**src/rtl/cc_microseq_pkg.sv**
```systemverilog
// Shared definitions for the ARC microsequencer: microword field layout,
// COND encodings, register/ALU codes used by the microprogram, helpers.
package cc_microseq_pkg;

  // Control field offsets are relative to the top of the JUMP field.
  localparam int CTRL_W    = 30;
  localparam int COND_OFF  = 0;
  localparam int COND_W    = 3;
  localparam int ALU_OFF   = 3;
  localparam int ALU_W     = 4;
  localparam int WR_OFF    = 7;
  localparam int RD_OFF    = 8;
  localparam int CMUX_OFF  = 9;
  localparam int C_OFF     = 10;
  localparam int BMUX_OFF  = 16;
  localparam int B_OFF     = 17;
  localparam int AMUX_OFF  = 23;
  localparam int A_OFF     = 24;
  localparam int REG_W     = 6;
  localparam int DEC_W     = 11;

  typedef enum logic [COND_W-1:0] {
    COND_NEXT   = 3'b000,
    COND_N      = 3'b001,
    COND_Z      = 3'b010,
    COND_V      = 3'b011,
    COND_C      = 3'b100,
    COND_IR13   = 3'b101,
    COND_JUMP   = 3'b110,
    COND_DECODE = 3'b111
  } cond_e;

  localparam logic [REG_W-1:0] R_PC    = 6'd32;
  localparam logic [REG_W-1:0] R_TEMP0 = 6'd33;
  localparam logic [REG_W-1:0] R_IR    = 6'd37;

  localparam logic [ALU_W-1:0] ALU_ADDCC   = 4'b0011;
  localparam logic [ALU_W-1:0] ALU_AND     = 4'b0101;
  localparam logic [ALU_W-1:0] ALU_ADD     = 4'b1000;
  localparam logic [ALU_W-1:0] ALU_LSHIFT2 = 4'b1001;
  localparam logic [ALU_W-1:0] ALU_SIMM13  = 4'b1011;
  localparam logic [ALU_W-1:0] ALU_INCPC   = 4'b1110;

  function automatic logic [CTRL_W-1:0] ctl_bits(
    logic [REG_W-1:0] a, logic amux, logic [REG_W-1:0] b, logic bmux,
    logic [REG_W-1:0] c, logic cmux, logic rd, logic wr,
    logic [ALU_W-1:0] alu, cond_e cond);
    logic [CTRL_W-1:0] w;
    w = '0;
    w[A_OFF +: REG_W]    = a;
    w[AMUX_OFF]          = amux;
    w[B_OFF +: REG_W]    = b;
    w[BMUX_OFF]          = bmux;
    w[C_OFF +: REG_W]    = c;
    w[CMUX_OFF]          = cmux;
    w[RD_OFF]            = rd;
    w[WR_OFF]            = wr;
    w[ALU_OFF +: ALU_W]  = alu;
    w[COND_OFF +: COND_W] = cond;
    return w;
  endfunction

  // Caller truncates to 30+aw bits; only COND=JUMP with JUMP=0 is set.
  function automatic logic [63:0] reset_word(int aw);
    return 64'(COND_JUMP) << (aw + COND_OFF);
  endfunction

  // {1, op, op3, 00}: one 4-word slot per (op, op3) pair.
  function automatic logic [DEC_W-1:0] decode_addr(logic [31:0] ir);
    return {1'b1, ir[31:30], ir[24:19], 2'b00};
  endfunction

endpackage

```
**src/rtl/cc_microseq_rom.sv**
```systemverilog
// Combinational control store holding the ARC microprogram; unlisted
// addresses return an all-zero word.
module cc_microseq_rom
  import cc_microseq_pkg::*;
#(
  parameter int ADDR_WIDTH = 11
) (
  input  logic [ADDR_WIDTH-1:0]    addr,
  output logic [ADDR_WIDTH+29:0]   word
);

  logic [CTRL_W-1:0]     ctl;
  logic [ADDR_WIDTH-1:0] jmp;

  always_comb begin
    ctl = '0;
    jmp = '0;
    case (addr)
      // fetch: ir <- AND(pc, pc); READ
      ADDR_WIDTH'(0):    ctl = ctl_bits(R_PC, 1'b0, R_PC, 1'b0, R_IR, 1'b0, 1'b1, 1'b0, ALU_AND, COND_NEXT);
      ADDR_WIDTH'(1):    ctl = ctl_bits('0, 1'b0, '0, 1'b0, '0, 1'b0, 1'b0, 1'b0, '0, COND_DECODE);
      ADDR_WIDTH'(2):  begin ctl = ctl_bits('0, 1'b0, '0, 1'b0, '0, 1'b0, 1'b0, 1'b0, '0, COND_IR13); jmp = ADDR_WIDTH'(10); end
      ADDR_WIDTH'(3):  begin ctl = ctl_bits('0, 1'b0, '0, 1'b0, '0, 1'b0, 1'b0, 1'b0, '0, COND_N); jmp = ADDR_WIDTH'(8); end
      ADDR_WIDTH'(4):  begin ctl = ctl_bits('0, 1'b0, '0, 1'b0, '0, 1'b0, 1'b0, 1'b0, '0, COND_Z); jmp = ADDR_WIDTH'(8); end
      ADDR_WIDTH'(5):  begin ctl = ctl_bits('0, 1'b0, '0, 1'b0, '0, 1'b0, 1'b0, 1'b0, '0, COND_V); jmp = ADDR_WIDTH'(8); end
      ADDR_WIDTH'(6):  begin ctl = ctl_bits('0, 1'b0, '0, 1'b0, '0, 1'b0, 1'b0, 1'b0, '0, COND_C); jmp = ADDR_WIDTH'(8); end
      ADDR_WIDTH'(7):  begin ctl = ctl_bits('0, 1'b0, '0, 1'b0, '0, 1'b0, 1'b0, 1'b0, '0, COND_JUMP); jmp = ADDR_WIDTH'(2047); end
      // taken branch: temp0 <- LSHIFT2(ir); pc <- ADD(pc, temp0)
      ADDR_WIDTH'(8):    ctl = ctl_bits(R_IR, 1'b0, '0, 1'b0, R_TEMP0, 1'b0, 1'b0, 1'b0, ALU_LSHIFT2, COND_NEXT);
      ADDR_WIDTH'(9):    ctl = ctl_bits(R_PC, 1'b0, R_TEMP0, 1'b0, R_PC, 1'b0, 1'b0, 1'b0, ALU_ADD, COND_JUMP);
      ADDR_WIDTH'(10):   ctl = ctl_bits(R_TEMP0, 1'b0, '0, 1'b0, '0, 1'b0, 1'b0, 1'b1, '0, COND_NEXT);
      ADDR_WIDTH'(11):   ctl = ctl_bits(R_TEMP0, 1'b0, '0, 1'b0, '0, 1'b0, 1'b1, 1'b1, '0, COND_NEXT);
      ADDR_WIDTH'(12): begin ctl = ctl_bits('0, 1'b0, '0, 1'b0, '0, 1'b0, 1'b0, 1'b0, '0, COND_JUMP); jmp = ADDR_WIDTH'(2047); end
      ADDR_WIDTH'(1088): begin ctl = ctl_bits('0, 1'b0, '0, 1'b0, '0, 1'b0, 1'b0, 1'b0, '0, COND_JUMP); jmp = ADDR_WIDTH'(2); end
      // addcc: register or simm13 second operand
      ADDR_WIDTH'(1600): begin ctl = ctl_bits('0, 1'b0, '0, 1'b0, '0, 1'b0, 1'b0, 1'b0, '0, COND_IR13); jmp = ADDR_WIDTH'(1602); end
      ADDR_WIDTH'(1601): begin ctl = ctl_bits('0, 1'b1, '0, 1'b1, '0, 1'b1, 1'b0, 1'b0, ALU_ADDCC, COND_JUMP); jmp = ADDR_WIDTH'(2047); end
      ADDR_WIDTH'(1602):   ctl = ctl_bits(R_IR, 1'b0, '0, 1'b0, R_TEMP0, 1'b0, 1'b0, 1'b0, ALU_SIMM13, COND_NEXT);
      ADDR_WIDTH'(1603): begin ctl = ctl_bits('0, 1'b1, R_TEMP0, 1'b0, '0, 1'b1, 1'b0, 1'b0, ALU_ADDCC, COND_JUMP); jmp = ADDR_WIDTH'(2047); end
      // pc <- INCPC(pc), then fall through (wraps) to fetch
      ADDR_WIDTH'(2047):   ctl = ctl_bits(R_PC, 1'b0, '0, 1'b0, R_PC, 1'b0, 1'b0, 1'b0, ALU_INCPC, COND_NEXT);
      default: ;
    endcase
  end

  assign word = {ctl, jmp};

endmodule

```
**src/rtl/cc_microsequencer.sv**
```systemverilog
// ARC microsequencer: microPC/MIR registers and next-address selection.
// Optional memory-wait stall is compiled in with CC_MICROSEQ_STALL_EN.
module cc_microsequencer
  import cc_microseq_pkg::*;
#(
  parameter int CC_MICROSEQ_ADDR_WIDTH = 11
) (
  input  logic                              CC_MICROSEQ_CLOCK_50,
  input  logic                              CC_MICROSEQ_RESET_InLow,
  input  logic [3:0]                        CC_MICROSEQ_flags_InBUS,
  input  logic [31:0]                       CC_MICROSEQ_ir_InBUS,
  input  logic                              CC_MICROSEQ_memReady_In,
  output logic [CC_MICROSEQ_ADDR_WIDTH+29:0] CC_MICROSEQ_mir_OutBUS,
  output logic [CC_MICROSEQ_ADDR_WIDTH-1:0]  CC_MICROSEQ_upc_OutBUS
);

  localparam int AW = CC_MICROSEQ_ADDR_WIDTH;
  localparam int WW = CTRL_W + AW;
  localparam logic [63:0]   RST_FULL   = reset_word(AW);
  localparam logic [WW-1:0] RESET_WORD = RST_FULL[WW-1:0];

  logic [AW-1:0] upc, next_upc, jump;
  logic [WW-1:0] mir, cs_word;
  logic [3:0]    flags;
  cond_e         cond;
  logic          advance;

  assign flags = CC_MICROSEQ_flags_InBUS;
  assign jump  = mir[AW-1:0];
  assign cond  = cond_e'(mir[AW+COND_OFF +: COND_W]);

  // flags are {N,Z,V,C}
  always_comb begin
    next_upc = upc + AW'(1);
    case (cond)
      COND_N:      if (flags[3]) next_upc = jump;
      COND_Z:      if (flags[2]) next_upc = jump;
      COND_V:      if (flags[1]) next_upc = jump;
      COND_C:      if (flags[0]) next_upc = jump;
      COND_IR13:   if (CC_MICROSEQ_ir_InBUS[13]) next_upc = jump;
      COND_JUMP:   next_upc = jump;
      COND_DECODE: next_upc = AW'(decode_addr(CC_MICROSEQ_ir_InBUS));
      default: ;
    endcase
  end

  cc_microseq_rom #(.ADDR_WIDTH(AW)) u_rom (
    .addr (next_upc),
    .word (cs_word)
  );

`ifdef CC_MICROSEQ_STALL_EN
  logic mem_op;
  assign mem_op  = mir[AW+RD_OFF] | mir[AW+WR_OFF];
  assign advance = !(mem_op && !CC_MICROSEQ_memReady_In);
`else
  logic unused_ready;
  assign unused_ready = CC_MICROSEQ_memReady_In;
  assign advance      = 1'b1;
`endif

  always_ff @(posedge CC_MICROSEQ_CLOCK_50 or negedge CC_MICROSEQ_RESET_InLow) begin
    if (!CC_MICROSEQ_RESET_InLow) begin
      upc <= '0;
      mir <= RESET_WORD;
    end else if (advance) begin
      upc <= next_upc;
      mir <= cs_word;
    end
  end

  assign CC_MICROSEQ_mir_OutBUS = mir;
  assign CC_MICROSEQ_upc_OutBUS = upc;

endmodule
```
**config.mk**
```make
export PLATFORM = sky130hd
export DESIGN_NAME = cc_microsequencer
export DESIGN_NICKNAME = d
export VERILOG_FILES = /design/src/rtl/cc_microseq_pkg.sv /design/src/rtl/cc_microseq_rom.sv /design/src/rtl/cc_microsequencer.sv
export SDC_FILE = /design/constraint.sdc
export NUM_CORES = 1
export LEC_CHECK = 0
export ABC_AREA = 1
export ABC_CLOCK_PERIOD_IN_PS = 2050
export CELL_PAD_IN_SITES_DETAIL_PLACEMENT = 1
export CELL_PAD_IN_SITES_GLOBAL_PLACEMENT = 1
export CORE_ASPECT_RATIO = 0.7
export CORE_MARGIN = 2
export CORE_UTILIZATION = 25
export CTS_BUF_LIST = sky130_fd_sc_hd__clkbuf_8 sky130_fd_sc_hd__clkbuf_16
export DETAILED_ROUTE_END_ITERATION = 12
export PLACE_DENSITY = 0.75
export SYNTH_ARGS = -nofsm -noshare
export SYNTH_HDL_FRONTEND = slang
export SYNTH_SLANG_ARGS = --single-unit
```
**constraint.sdc**
```tcl
create_clock -name CC_MICROSEQ_CLOCK_50 -period 2.05 [get_ports CC_MICROSEQ_CLOCK_50]
set_input_delay 0.205 -clock CC_MICROSEQ_CLOCK_50 [delete_from_list [all_inputs] [get_ports CC_MICROSEQ_CLOCK_50]]
set_output_delay 0.205 -clock CC_MICROSEQ_CLOCK_50 [all_outputs]
set_load 0.01 [all_outputs]
```
## Word level (Yosys, flattened, before mapping)

Index checks and enable logic that the tools add are counted.
Widths: inputs -> output; s select.

| cells by class | value |
|---|---|
| mux-type cells | 8 |
| eq/ne operators | 25 |
| reductions and logical operators | 5 |
| $add $sub $neg | 1 |

Operator list:

| cell | count |
|---|---|
| $pmux 30 s16 | 1 |
| $pmux 11 s7 | 1 |
| $eq 11x11->1 const B | 6 |
| $eq 11x4->1 const B | 5 |
| $mux 11 | 5 |
| $pmux 11 s5 | 1 |
| $eq 11x3->1 const B | 4 |
| $eq 11x2->1 const B | 2 |
| $eq 3x3->1 const B | 4 |
| $add 11x1->11 const B | 1 |
| $eq 11x1->1 const B | 1 |
| $logic_not 11->1 | 1 |
| $reduce_or 4->1 | 2 |
| $eq 3x2->1 const B | 2 |
| $eq 3x1->1 const B | 1 |
| $reduce_or 3->1 | 1 |
| $reduce_or 2->1 | 1 |

| word-level totals | value |
|---|---|
| bits of input ports | 39 |
| logic and storage cells | 41 |
| output and inout bits | 52 |
| register bits after elaboration | 52 |

## Longest topological paths before layout

| depth | value |
|---|---|
| word-level depth | 6 |
| depth in mapped cells | 19 |
| gate-level depth less buffers | 19 |

## By module

Synthesis repeated with hierarchy kept, for this count alone.

| unflattened totals | value |
|---|---|
| cell total of the unflattened synthesis | 317 |
| area, all modules | 2637.5 sq um |

By module, submodules not included:

| module | instances | area each (sq um) | sequential area each (sq um) | cells each |
|---|---|---|---|---|
| cc_microsequencer | 1 | 2047.0 | 1303.8 | 195 |
| cc_microseq_rom | 1 | 590.6 | 0.0 | 122 |

## Least setup slack after synthesis

No wires, ideal clock.

| timing | value |
|---|---|
| kind | flip-flop to flip-flop |
| from | register upc[0] (netlist: CC_MICROSEQ_upc_OutBUS[0]) |
| to | register mir[10] (netlist: CC_MICROSEQ_mir_OutBUS[10]) |
| arrival | 2175 ps |
| stages on the path, launching flop included | 16 |
| path slack | -250 ps |
| period minus slack after synthesis | 2300 ps |
| buffers on the path | 0 |
| data required time | 1926 ps |
| setup time | 124 ps |
| path through | dfrtp_1 ha_1 nand2_2 nor2_4 nand3_1 nand2_1 nand2_1 o21ai_0 nand2_1 nor2_2 nand2_1 nor2_4 nor2_2 o211ai_4 nand2_4 or2_1 |

| between the ends | value |
|---|---|
| longest elaborated chain between the ends | 6 |
| elaborated cells between the ends (all ways) | 21 |
| classes of those cells | add/sub: 1; eq/ne: 11; mux: 7; reduce/logical: 2 |

RTL lines:

| item | RTL line | source |
|---|---|---|
| from (decl) | cc_microsequencer.sv:22 | `logic [AW-1:0] upc, next_upc, jump;` |
| from (signal assigned) | cc_microsequencer.sv:67 | `upc <= next_upc;` |
| $add 11x1->11 * | cc_microsequencer.sv:34 | `next_upc = upc + AW'(1);` |
| $mux 11, on equally long branches | -- |  |
| $pmux 11 s7 * | cc_microsequencer.sv:35 | `case (cond)` |
| $eq 11x3->1 (tied with other cells) | cc_microseq_rom.sv:18 | `case (addr)` |
| $reduce_or 4->1 (no source line) | -- |  |
| $pmux 11 s5 * | cc_microseq_rom.sv:18 |  |
| named net cs_word[10] | cc_microsequencer.sv:23 | `logic [WW-1:0] mir, cs_word;` |
| to (signal assigned) | cc_microsequencer.sv:68 | `mir <= cs_word;` |
| to (decl) | cc_microsequencer.sv:23 |  |

The timed path passes the listed nets; every way through them passes the cells marked *.

## Final worst setup path

| timing | value |
|---|---|
| from | register upc[1] (netlist: CC_MICROSEQ_upc_OutBUS[1]) |
| to | register mir[26] (netlist: CC_MICROSEQ_mir_OutBUS[26]) |

| between the ends | value |
|---|---|
| longest elaborated chain between the ends | 6 |
| elaborated cells between the ends (all ways) | 29 |
| classes of those cells | add/sub: 1; eq/ne: 18; mux: 7; reduce/logical: 3 |

RTL lines:

| item | RTL line |
|---|---|
| $add 11x1->11 * | cc_microsequencer.sv:34 |
| $mux 11, on equally long branches | -- |
| $pmux 11 s7 * | cc_microsequencer.sv:35 |
| named net next_upc[2] | cc_microsequencer.sv:22 |
| $eq 11x3->1 (tied with other cells) | cc_microseq_rom.sv:18 |
| $reduce_or 3->1 (no source line) / $reduce_or 2->1 (equally long branches) | -- |
| $pmux 30 s16 * | cc_microseq_rom.sv:18 |
| named net cs_word[26] | cc_microsequencer.sv:23 |

Marked as above.

==> flow_metrics.py <==
metrics = {
    "setup_path": {
        "cp_cell_sequence": "ha_4 -> nand2_4 -> buf_4 -> nand2_2 -> nand2_1 -> nand2_1 -> nand3_1 -> o21ai_2 -> inv_2 -> buf_4 -> nor2_2 -> inv_2 -> nor2_2 -> nand3_2 -> nand2_2 -> nor2_2 -> nand2_1",
        "required_ps": 2260,
        "cp_num_buf_inv": 4,
        "cpLargestDelayFamily": "simple AND/OR/NAND/NOR gates",
        "cp_max_fo": 6,
        "ff2ff_path_depth": 17,
        "r2r_slack_ps": -550,
        "slowest_delay_ps": 410,
        "timing.rr.start": "CC_MICROSEQ_upc_OutBUS[1]$_DFF_PN0_",
        "cp_slowest_cell": "dfrtp_1",
        "worstPathArrival_ps": 2810,
        "critPathLaunchType": "flop",
        "rr_endpoint": "CC_MICROSEQ_mir_OutBUS[26]$_DFF_PN0_",
        "path_class": "flop to flop",
        "cp-end-kind": "flop",
    },
    "synth": {
        "ys_async_sr_fraction": 1.00,
        "synth_area_leaders": "dfrtp_1 (26%), nand2_1 (18%), nand3_1 (11%)",
        "synth_area_leader_cell": "dfrtp_1",
        "yosys_warnings": 0,
        "ys_seq_elements": 34,
        "synthDistinctLibCells": 37,
        "netlist.area_leader.share": 0.256,
        "ys.flop_type": "dfrtp_1",
        "synth_enable_flop_cells": 0,
        "ys_seq_area_frac": 0.272,
        "synth_area_sq_mm": 0.00313,
        "synth_area_per_cell_sq_um": 6.23,
        "syn_inst": 503,
    },
    "drt": {
        "drc": 0,
        "via_per_inst": 5.10,
        "dr.pass1.iters": 5,
        "via_count": 4329,
        "ant_nets": 0,
        "avgRoutedWirePerCell_um": 20.3,
        "drt_iter0_markers": 313,
        "wl_um": 17200,
    },
    "floorplan": {
        "rows": 34,
        "die_w_um": 138,
        "start_util": 0.254,
        "die_h_um": 97.7,
        "num_io_pins": 91,
        "coreArea_sq_mm": 0.0123,
        "dieArea_sq_mm": 0.0135,
    },
    "clocking": {
        "root_buffer": "clkbuf_16",
        "htreeDepth": 2,
        "clkTransAtPathRegs_ps": 60,
        "cts_buffers": 5,
        "hold_buffers": 0,
        "clock_latency_ps": 280,
        "cts_tree": "done",
        "clock-sinks": 34,
        "clockBufferDepth": 2,
    },
    "cells_and_area": {
        "areaGrowthSynthToFinish_pct": 78.6,
        "final.fill_count": 1521,
        "antenna_cells": 0,
        "fin_area_sq_mm": 0.00560,
        "num-nets-final": 726,
        "drive_gt1_frac": 0.451,
    },
    "sta": {
        "setup_ws_ps": -549,
        "period_needed_ps": 2600,
        "fmax_ghz": 0.385,
        "hold_violations": 0,
        "fin_skew_ps": 10.4,
        "finalSetupTns_ps": -10360,
        "rsz0062_at_grt": "true",
        "drv_slew": 0,
        "fin_crit_sh": 1.27,
        "setup_viol": 24,
    },
    "flow_run": {
        "drv_cap": 0,
    },
    "power_and_ir_drop": {
        "vdd_ir_drop_max_uv": 461,
        "cellPowerDensity_mw_per_mm2": 1040,
        "cellLeakagePower_nw": 2.78,
    },
    "placement": {
        "place.gp.congestion": 0.939,
        "dpl_cell_area_sq_mm": 0.00469,
        "dp_slack_ps": -705,
        "dpl.hpwl_um": 11600,
        "numPortBuffers": 56,
    },
    "global_routing": {
        "grt_use_total": 0.245,
        "grt_pass1_vias": 4539,
        "grt-ovfl-total": 0,
        "antenna_found_initial": 0,
        "grt_max_degree": 35,
        "grt_pass1_wl_um": 25200,
    },
    "worst_hold_path": {
        "hold_class": "input pin to asynchronous set/reset pin",
    },
    "run_status": {
        "outcome": "finished with violations",
        "violations": "negative setup slack",
    },
}
-- what timing repair did --
item / CTS / global route
resized for setup: 100 / 41
setup buffers: 17 / 8
setup endpoints to repair: 23 / 26
pin swaps: 29 / 12
-- state kept, by name, summed over array words and instances (netlist names) --
register                count
CC_MICROSEQ_upc_OutBUS     11
CC_MICROSEQ_mir_OutBUS     23
-- how the worst max path moves through the flow --
stage / start / endpoint / depth (start not counted)
final: CC_MICROSEQ_upc_OutBUS[1]$_DFF_PN0_ / CC_MICROSEQ_mir_OutBUS[26]$_DFF_PN0_ / 17
after detailed placement: CC_MICROSEQ_flags_InBUS[3] / CC_MICROSEQ_mir_OutBUS[14]$_DFF_PN0_ / 14
after CTS: CC_MICROSEQ_upc_OutBUS[1]$_DFF_PN0_ / CC_MICROSEQ_mir_OutBUS[12]$_DFF_PN1_ / 20
after global placement: CC_MICROSEQ_flags_InBUS[3] / CC_MICROSEQ_mir_OutBUS[10]$_DFF_PN0_ / 15
after global routing: CC_MICROSEQ_mir_OutBUS[8]$_DFF_PN0_ / CC_MICROSEQ_mir_OutBUS[13]$_DFF_PN1_ / 16
after floorplan: CC_MICROSEQ_upc_OutBUS[0]$_DFF_PN0_ / CC_MICROSEQ_mir_OutBUS[10]$_DFF_PN0_ / 15
-- metal layers --
| layer | wire length [um] | global-route usage | up-vias |
|---|---|---|---|
| li1 | - | - | 1939 |
| met1 | 7220 | 0.318 | 2139 |
| met2 | 8350 | 0.413 | 193 |
| met3 | 1030 | 0.0490 | 58 |
| met4 | 592 | 0.0675 | 0 |
| met5 | 0 | 0 | - |
-- cells in the mapped netlist (all sizes together), types with 2 or more instances --
| cell type | instances |
|---|---|
| nor3 | 7 |
| a21oi | 15 |
| nand3b | 2 |
| nand4 | 6 |
| buf | 25 |
| o21bai | 3 |
| dfrtp | 32 |
| nand2 | 163 |
| nand3 | 73 |
| nor2 | 87 |
| dfstp | 2 |
| o211ai | 2 |
| o21ai | 20 |
| inv | 58 |
-- kinds of logic after synthesis --
group                      after synthesis  synth area share
DFF                                     34             0.272
buffers and inverters                   85             0.128
adders and majority gates                1           0.00399
AOI/OAI and AO/OA                       43            0.0827
other                                    1           0.00120
and+or+nand+nor                        339             0.512
-- area by class of cell --
cell class	instances	area [sq um]	share of cell area
clock buffers	6	139	0.0248
clock inverters	2	8.76	0.00156
inverters	59	230	0.0411
multi-input cells	393	2500	0.448
flip-flops and latches	34	860	0.154
well taps	162	203	0.0362
repair buffers	193	1650	0.295
-- power breakdown --
group          switching, mW  total, mW  internal, mW
Combinational           2.40       4.09          1.69
Clock                  0.297      0.774         0.477
Sequential             0.156      0.946         0.790
Total                   2.85       5.81          2.96
-- worst register-to-register path, cell delays in order, from the launching register on --
cell and delay, ps:
dfrtp_1 410, ha_4 190, nand2_4 80, buf_4 150, nand2_2 120, nand2_1 100, nand2_1 90, nand3_1 90
o21ai_2 230, inv_2 110, buf_4 150, nor2_2 190, inv_2 100, nor2_2 160, nand3_2 130, nand2_2 90
nor2_2 50, nand2_1 90
-- stage by stage --
step,power (mW),cells,hold WS [ps],utilization
6_report,5.81,849,360,0.454
5_1_grt,6.05,849,406,0.454
4_1_cts,5.26,841,365,0.435
3_5_place_dp,3.96,816,655,0.380
3_3_place_gp,3.87,816,636,0.380
2_1_floorplan,2.34,512,-90.6,-
-- layout by cell type (no fill, tap or decap), types with 2 or more instances in the layout --
cell type / Yosys / routed
nand4_1: 6 / 6
nor2_4: 5 / 23
o21ai_1: 4 / 3
buf_12: 0 / 2
dfrtp_2: 0 / 5
dfrtp_1: 32 / 27
nand3_2: 5 / 23
clkdlybuf4s50_1: 0 / 56
nor2_1: 67 / 39
nor2_2: 14 / 24
o21ai_0: 16 / 10
nand3_1: 66 / 40
buf_6: 0 / 10
nor3_2: 1 / 3
buf_4: 19 / 125
nand2_1: 151 / 125
nand2_4: 2 / 12
o21ai_2: 0 / 7
nand2_2: 10 / 25
inv_4: 1 / 2
nor3_4: 2 / 3
nand3b_1: 2 / 2
clkbuf_16: 0 / 5
inv_1: 44 / 43
nand3_4: 2 / 10
a21oi_2: 0 / 2
dfstp_2: 2 / 2
a21oi_4: 0 / 3
conb_1: 1 / 10
inv_2: 13 / 14
a21oi_1: 15 / 10
No activity file was read; power rests on OpenSTA's default activity.
